<file path="src/rtl/vend_coin_arbiter.sv">
// Two-requester coin arbiter in front of a vending FSM: grants ownership,
// forwards coins, and tracks credit. The idle-owner timeout with refund is
// enabled by the macro VEND_ARB_TIMEOUT_EN.
module vend_coin_arbiter #(
  parameter int TIMEOUT_CYCLES = 16
) (
  input  logic       clk,
  input  logic       rst,
  input  logic [1:0] req0_coin,
  input  logic [1:0] req1_coin,
  input  logic       vfsm_product,
  output logic [1:0] vfsm_coin,
  output logic       vfsm_clr,
  output logic       gnt0,
  output logic       gnt1,
  output logic       rej0,
  output logic       rej1,
  output logic [2:0] credit,
  output logic       refund_valid,
  output logic [2:0] refund_amt
);

  typedef enum logic [1:0] {IDLE, OWN0, OWN1, REFUND} state_t;

  if (TIMEOUT_CYCLES < 2 || TIMEOUT_CYCLES > 255) begin : g_bad_timeout
    $error("TIMEOUT_CYCLES must be in 2..255");
  end

  state_t     state, state_nx;
  logic       ptr, ptr_nx;
  logic [2:0] credit_nx;
  logic [1:0] coin_nx;
  logic       rej0_nx, rej1_nx;
  logic       own;
  logic [1:0] own_coin, other_coin;
  logic       rej_own, rej_other;

`ifdef VEND_ARB_TIMEOUT_EN
  logic [7:0] cnt, cnt_nx;
  logic       refund_nx;
  logic [2:0] amt_nx;
`endif

  function automatic logic is_valid(input logic [1:0] c);
    return (c == 2'b01) || (c == 2'b10);
  endfunction

  function automatic logic [2:0] add_sat(input logic [2:0] c, input logic [1:0] coin);
    logic [3:0] s;
    s = {1'b0, c} + {2'b00, coin};
    return (s > 4'd7) ? 3'd7 : s[2:0];
  endfunction

  always_comb begin
    state_nx   = state;
    ptr_nx     = ptr;
    credit_nx  = credit;
    coin_nx    = 2'b00;
    rej0_nx    = 1'b0;
    rej1_nx    = 1'b0;
    own        = (state == OWN1);
    own_coin   = own ? req1_coin : req0_coin;
    other_coin = own ? req0_coin : req1_coin;
    rej_own    = 1'b0;
    rej_other  = 1'b0;
`ifdef VEND_ARB_TIMEOUT_EN
    cnt_nx    = cnt;
    refund_nx = 1'b0;
    amt_nx    = 3'd0;
`endif
    case (state)
      IDLE: begin
        // Contention is settled by ptr: 0 favours requester 0.
        if (is_valid(req0_coin) && (!is_valid(req1_coin) || !ptr)) begin
          state_nx  = OWN0;
          coin_nx   = req0_coin;
          credit_nx = add_sat(3'd0, req0_coin);
          rej1_nx   = (req1_coin != 2'b00);
        end else if (is_valid(req1_coin)) begin
          state_nx  = OWN1;
          coin_nx   = req1_coin;
          credit_nx = add_sat(3'd0, req1_coin);
          rej0_nx   = (req0_coin != 2'b00);
        end else begin
          rej0_nx = (req0_coin == 2'b11);
          rej1_nx = (req1_coin == 2'b11);
        end
`ifdef VEND_ARB_TIMEOUT_EN
        cnt_nx = 8'd0;
`endif
      end
      OWN0, OWN1: begin
        rej_other = (other_coin != 2'b00);
        if (vfsm_product) begin
          // A coin racing the product pulse belongs to no transaction.
          state_nx  = IDLE;
          credit_nx = 3'd0;
          ptr_nx    = ~own;
          rej_own   = (own_coin != 2'b00);
        end else if (is_valid(own_coin)) begin
          coin_nx   = own_coin;
          credit_nx = add_sat(credit, own_coin);
`ifdef VEND_ARB_TIMEOUT_EN
          cnt_nx = 8'd0;
`endif
        end else begin
          rej_own = (own_coin == 2'b11);
`ifdef VEND_ARB_TIMEOUT_EN
          if (cnt == 8'(TIMEOUT_CYCLES - 1)) begin
            state_nx  = REFUND;
            refund_nx = 1'b1;
            amt_nx    = credit;
            ptr_nx    = ~own;
            cnt_nx    = 8'd0;
          end else begin
            cnt_nx = cnt + 8'd1;
          end
`endif
        end
        rej0_nx = own ? rej_other : rej_own;
        rej1_nx = own ? rej_own : rej_other;
      end
      REFUND: begin
        state_nx  = IDLE;
        credit_nx = 3'd0;
        rej0_nx   = (req0_coin != 2'b00);
        rej1_nx   = (req1_coin != 2'b00);
      end
      default: state_nx = IDLE;
    endcase
  end

  always_ff @(posedge clk or posedge rst) begin
    if (rst) begin
      state     <= IDLE;
      ptr       <= 1'b0;
      credit    <= 3'd0;
      vfsm_coin <= 2'b00;
      gnt0      <= 1'b0;
      gnt1      <= 1'b0;
      rej0      <= 1'b0;
      rej1      <= 1'b0;
    end else begin
      state     <= state_nx;
      ptr       <= ptr_nx;
      credit    <= credit_nx;
      vfsm_coin <= coin_nx;
      gnt0      <= (state_nx == OWN0);
      gnt1      <= (state_nx == OWN1);
      rej0      <= rej0_nx;
      rej1      <= rej1_nx;
    end
  end

`ifdef VEND_ARB_TIMEOUT_EN
  always_ff @(posedge clk or posedge rst) begin
    if (rst) begin
      cnt          <= 8'd0;
      refund_valid <= 1'b0;
      refund_amt   <= 3'd0;
      vfsm_clr     <= 1'b0;
    end else begin
      cnt          <= cnt_nx;
      refund_valid <= refund_nx;
      refund_amt   <= amt_nx;
      vfsm_clr     <= refund_nx;
    end
  end
`else
  assign refund_valid = 1'b0;
  assign refund_amt   = 3'd0;
  assign vfsm_clr     = 1'b0;
`endif

endmodule

</file>
<file path="config.mk">
export PLATFORM = sky130hd
export DESIGN_NAME = vend_coin_arbiter
export DESIGN_NICKNAME = d
export VERILOG_FILES = /design/src/rtl/vend_coin_arbiter.sv
export SDC_FILE = /design/constraint.sdc
export NUM_CORES = 1
export LEC_CHECK = 0
export BUFFER_PORTS_ARGS = -buffer_cell sky130_fd_sc_hd__buf_2
export CAP_MARGIN = 20
export CORE_AREA = 2 2 46 48
export DETAILED_ROUTE_END_ITERATION = 6
export DIE_AREA = 0 0 48 50
export PLACE_DENSITY = 0.87
export SYNTH_ARGS = -nofsm -noshare
export SYNTH_HDL_FRONTEND = slang
export SYNTH_SLANG_ARGS = --single-unit
</file>
<file path="constraint.sdc">
create_clock -name clk -period 7.37 [get_ports clk]
set_input_delay 1.474 -clock clk [delete_from_list [all_inputs] [get_ports clk]]
set_output_delay 1.474 -clock clk [all_outputs]
set_load 0.03 [all_outputs]
</file>
# After elaboration in Yosys (flattened, before gate mapping)
# Index checks and enable logic that the tools add are counted.
# op_classes
n_addsub,1
order_cmp,3
n_eq_ne,16
n_mux,29
bitwise,1
reduce_logical,15
# op_table
op,n
$mux 3,7
$eq 2x2->1 const B,9
$mux 2,9
$eq 2x1->1 const B,5
$pmux 3 s3,1
$mux 1,8
$reduce_bool 2->1,4
$gt 2x3->1 const B,2
$ne 3x3->1 const B,2
$pmux 1 s3,2
$pmux 2 s3,1
$add 3x2->4,1
$gt 4x3->1 const B,1
$logic_or 1x1->1,4
$pmux 2 s2,1
$reduce_and 2->1,2
$logic_not 1->1,2
$logic_not 2->1,1
$reduce_or 2->1,1
$logic_and 1x1->1,1
$not 1->1,1
# totals
ff_bits,12
input_bits,7

# Logic depth before layout (Yosys ltp)
# depth
depth_word,8
mapped_depth,11
mapped_depth_nobuf,10

# Worst setup path before layout
# Ideal clock, no wire load.
# synth_timing
path_type,input to register
from,in req0_coin[0]
to,reg credit[1]
arrival_ps,2907
required_time_ps,7236
slack_ps,4329
stages,8
path_buffers,0
path_cell_list,inv_1 -> o21ai_0 -> ha_1 -> inv_1 -> fa_1 -> a31oi_1 -> a211oi_1 -> a21oi_1
# synth_via
elab_chain_len,7
word_cells_on_any_way,20
cone_classes,add/sub: 1; order compare: 2; eq/ne: 6; mux: 7; reduce/logical: 4
# synth_lines
item,line,rtl
from (decl),9,"input logic [1:0] req0_coin,"
$mux 2,62,own_coin = own ? req1_coin : req0_coin;
$add 3x2->4,50,"s = {1'b0, c} + {2'b00, coin};"
$gt 4x3->1,51,return (s > 4'd7) ? 3'd7 : s[2:0];
$mux 3,51,
$mux 3,100,end else if (is_valid(own_coin)) begin
$mux 3,94,if (vfsm_product) begin
$pmux 3 s3,71,case (state)
to (signal assigned),146,credit <= credit_nx;
to (decl),18,"output logic [2:0] credit,"
# Parallel ways exist; a longest one is shown, timed or not. The select of a mux whose other input is x is not followed.
# A chain may end at the register's enable or synchronous reset.

# Worst setup path in the final report
# Same ends and word-level chain as after synthesis.

==> results.cfg <==
[logic_synthesis]
synth-edff-count = 0
ys_seq_area_share_pct = 29.9
synth_ff_type = dfrtp_1
syn_area_um2 = 1000
avgSynthCellArea_um2 = 8.88
synthCells = 113
yosysTopAreaCell = dfrtp_1
ys_warn_count = 0
yosys.area.top_type_share_pct = 29.9
synth_seq_cells = 12
synth_cell_type_count = 31
synthTopCellsByArea = dfrtp_1, ha_1, inv_1
synthTopCellsByCount = inv_1, ha_1, dfrtp_1
yosys.cell_count.top_type = inv_1
async_reset_ff_share_pct = 100

[clock_tree]
cts_root_buffer = clkbuf_4
clk_latency_ps = 270
htreeDepth = 1
cts_sinks = 12
cts_tree = done
clock_path_buffers = 2
cts_inserted_buffers = 3
post_cts_buffers = 0
ctsResizeCount = 0
clk_pin_slew_ps = 70
cts_hold_buf = 0

[final_layout]
post-route-util_pct = 58.2
nets = 152
drive_above_1_share_pct = 18.0
area_growth_pct = 10.2
num-fill-cells = 161
num_antenna_cells = 0

[floorplan]
die_w_um = 48
initial_core_util_pct = 52.8
core_area_um2 = 1900
die_h_um = 50
io_pins = 21
rows = 16
dieArea_um2 = 2400

[route]
drc = 0
final_antenna_net_count = 0
drt-pass1-iter-count = 5
avgViaCountPerCell = 5.33
finalWirelength_mm = 1.98
drt_iter0_drc = 25
vias = 826
wl_per_cell_um = 12.8

[critical_path]
slowest_delay_ps = 470
worst_setup_path_start_kind = input port
crit_type = in -> reg
worst_ep_required_time_ps = 7520
r2r-start = state[0]
crit_start = req0_coin[0]
critical-path-top-delay-family = compound AO/OA/AOI/OAI gates
path_max_fanout = 4
crit_end = credit[1]
r2r_slack_ps = 4780
crit_path_end_kind = flip-flop
reg2regPathDepth = 9
crit_arrival_ps = 3250
regToRegEndpoint = credit[1]
crit_buf_inv = 3
path_depth = 9
cpMaxStageDelayCell = fa_1
cpMostUsedCell = inv_1
worstPathCellList = buf_2 > inv_1 > o21ai_0 > ha_1 > inv_1 > fa_1 > a31oi_1 > a211oi_1 > a21oi_1

[place]
portBuffers = 15
hpwl_mm = 1.62
gp_congestion = 0.902

[timing]
clock_skew_ps = 4.99
hold_viol_final = 0
fmax_ghz = 0.322
period_needed_ps = 3100
maxSlewViolCount = 0
fin_crit_sh_pct = 42.1
setup_violations = 0
rsz0062_at_grt = no
tns_ps = 0

[power_and_ir_drop]
internal_power_uw = 222
switching_share_pct = 49.5
pwr-share-seq_pct = 26.3
cellPowerDensity_nw_per_um2 = 398
p_sw_uw = 218
combPwrFrac_pct = 62.1
p_leak_uw = 0.000600
peakVddDrop_mv = 0.163
clkPwrFrac_pct = 11.7

[global_routing]
gr-usage-all-layers_pct = 18.7
gr-total-overflow = 0
antenna_found_initial = 0
grt_pass1_vias = 796
grt_pass1_wl_mm = 3.35
grt_max_degree = 14

[min_path]
hp-class = reg -> reg

[run]
cap_violations = 0

[outcome]
status = finished clean
[worst min path at each step]
| stage | startpoint | end | slack [ps] | cells after the start |
|---|---|---|---|---|
| after floorplan | state[0] | gnt1 | 470 | 1 |
| after global placement | state[0] | gnt1 | 500 | 1 |
| after detailed placement | state[0] | gnt1 | 530 | 1 |
| after CTS | state[0] | gnt1 | 540 | 1 |
| after global routing | state[0] | gnt1 | 570 | 1 |
| final | state[0] | gnt1 | 540 | 1 |
[cells by family after synthesis]
| group | after synthesis | synth area share (%) |
|---|---|---|
| compound gates | 31 | 20.8 |
| fa+ha+maj | 16 | 20.7 |
| buf+inv | 25 | 12.1 |
| flops | 12 | 29.9 |
| mux | 6 | 6.23 |
| other cells | 1 | 0.374 |
| simple gates | 22 | 9.85 |
[metrics by stage]
step	worst slack (ps)	hold slack, ps	std cells	power (µW)	instance area, µm²
3_5_place_dp	4010	525	151	385	1070
5_1_grt	4120	567	155	481	1110
4_1_cts	4310	536	155	438	1110
3_3_place_gp	4110	501	151	372	1070
2_1_floorplan	4330	472	117	325	1020
6_report	4270	535	155	440	1110
[power by group through the flow]
stage	sequential [µW]	combinational (µW)	clock, µW
after floorplan	159	165	0
after global placement	115	257	0
after detailed placement	117	269	0
after CTS	116	270	52.6
after global routing	121	305	55.6
final	116	273	51.3
[registers in the layout, summed over array words and instances, names as in the netlist]
name and cells:
credit 3, state 2, vfsm_coin 2, gnt0 1
gnt1 1, ptr 1, rej0 1, rej1 1
[cell type report]
| cell class | count | area, µm² | share of cell area [%] |
|---|---|---|---|
| Multi-Input combinational cell | 80 | 597 | 54.0 |
| Sequential cell | 12 | 300 | 27.1 |
| Timing Repair Buffer | 15 | 75.1 | 6.79 |
| Tap cell | 27 | 33.8 | 3.05 |
| Inverter | 17 | 63.8 | 5.77 |
| Clock buffer | 4 | 36.3 | 3.28 |
[metal layers]
metal  part of all wire [%]  GRT usage (%)
met3                    4.1           3.30
met2                     52           32.7
met4                    2.2           6.31
met5                      0              0
met1                     42           21.5
[layout by cell type, fill, tap and decap left out, drive strengths merged]
cell and instances:
o31a 1, a21oi 7, nand3 1, nor2b 1, o31ai 1, a211oi 1, a22oi 2, fa 1
mux2i 4, nor2 6, a221oi 2, a21boi 1, nand2 11, a31oi 2, ha 15, clkbuf 4
a32o 1, dfrtp 12, buf 15, and2 1, o22a 2, nand2b 1, or3b 1, o2bb2ai 1
mux2 2, conb 5, inv 17, o21ai 10
Power figures use the tool's default switching activity.
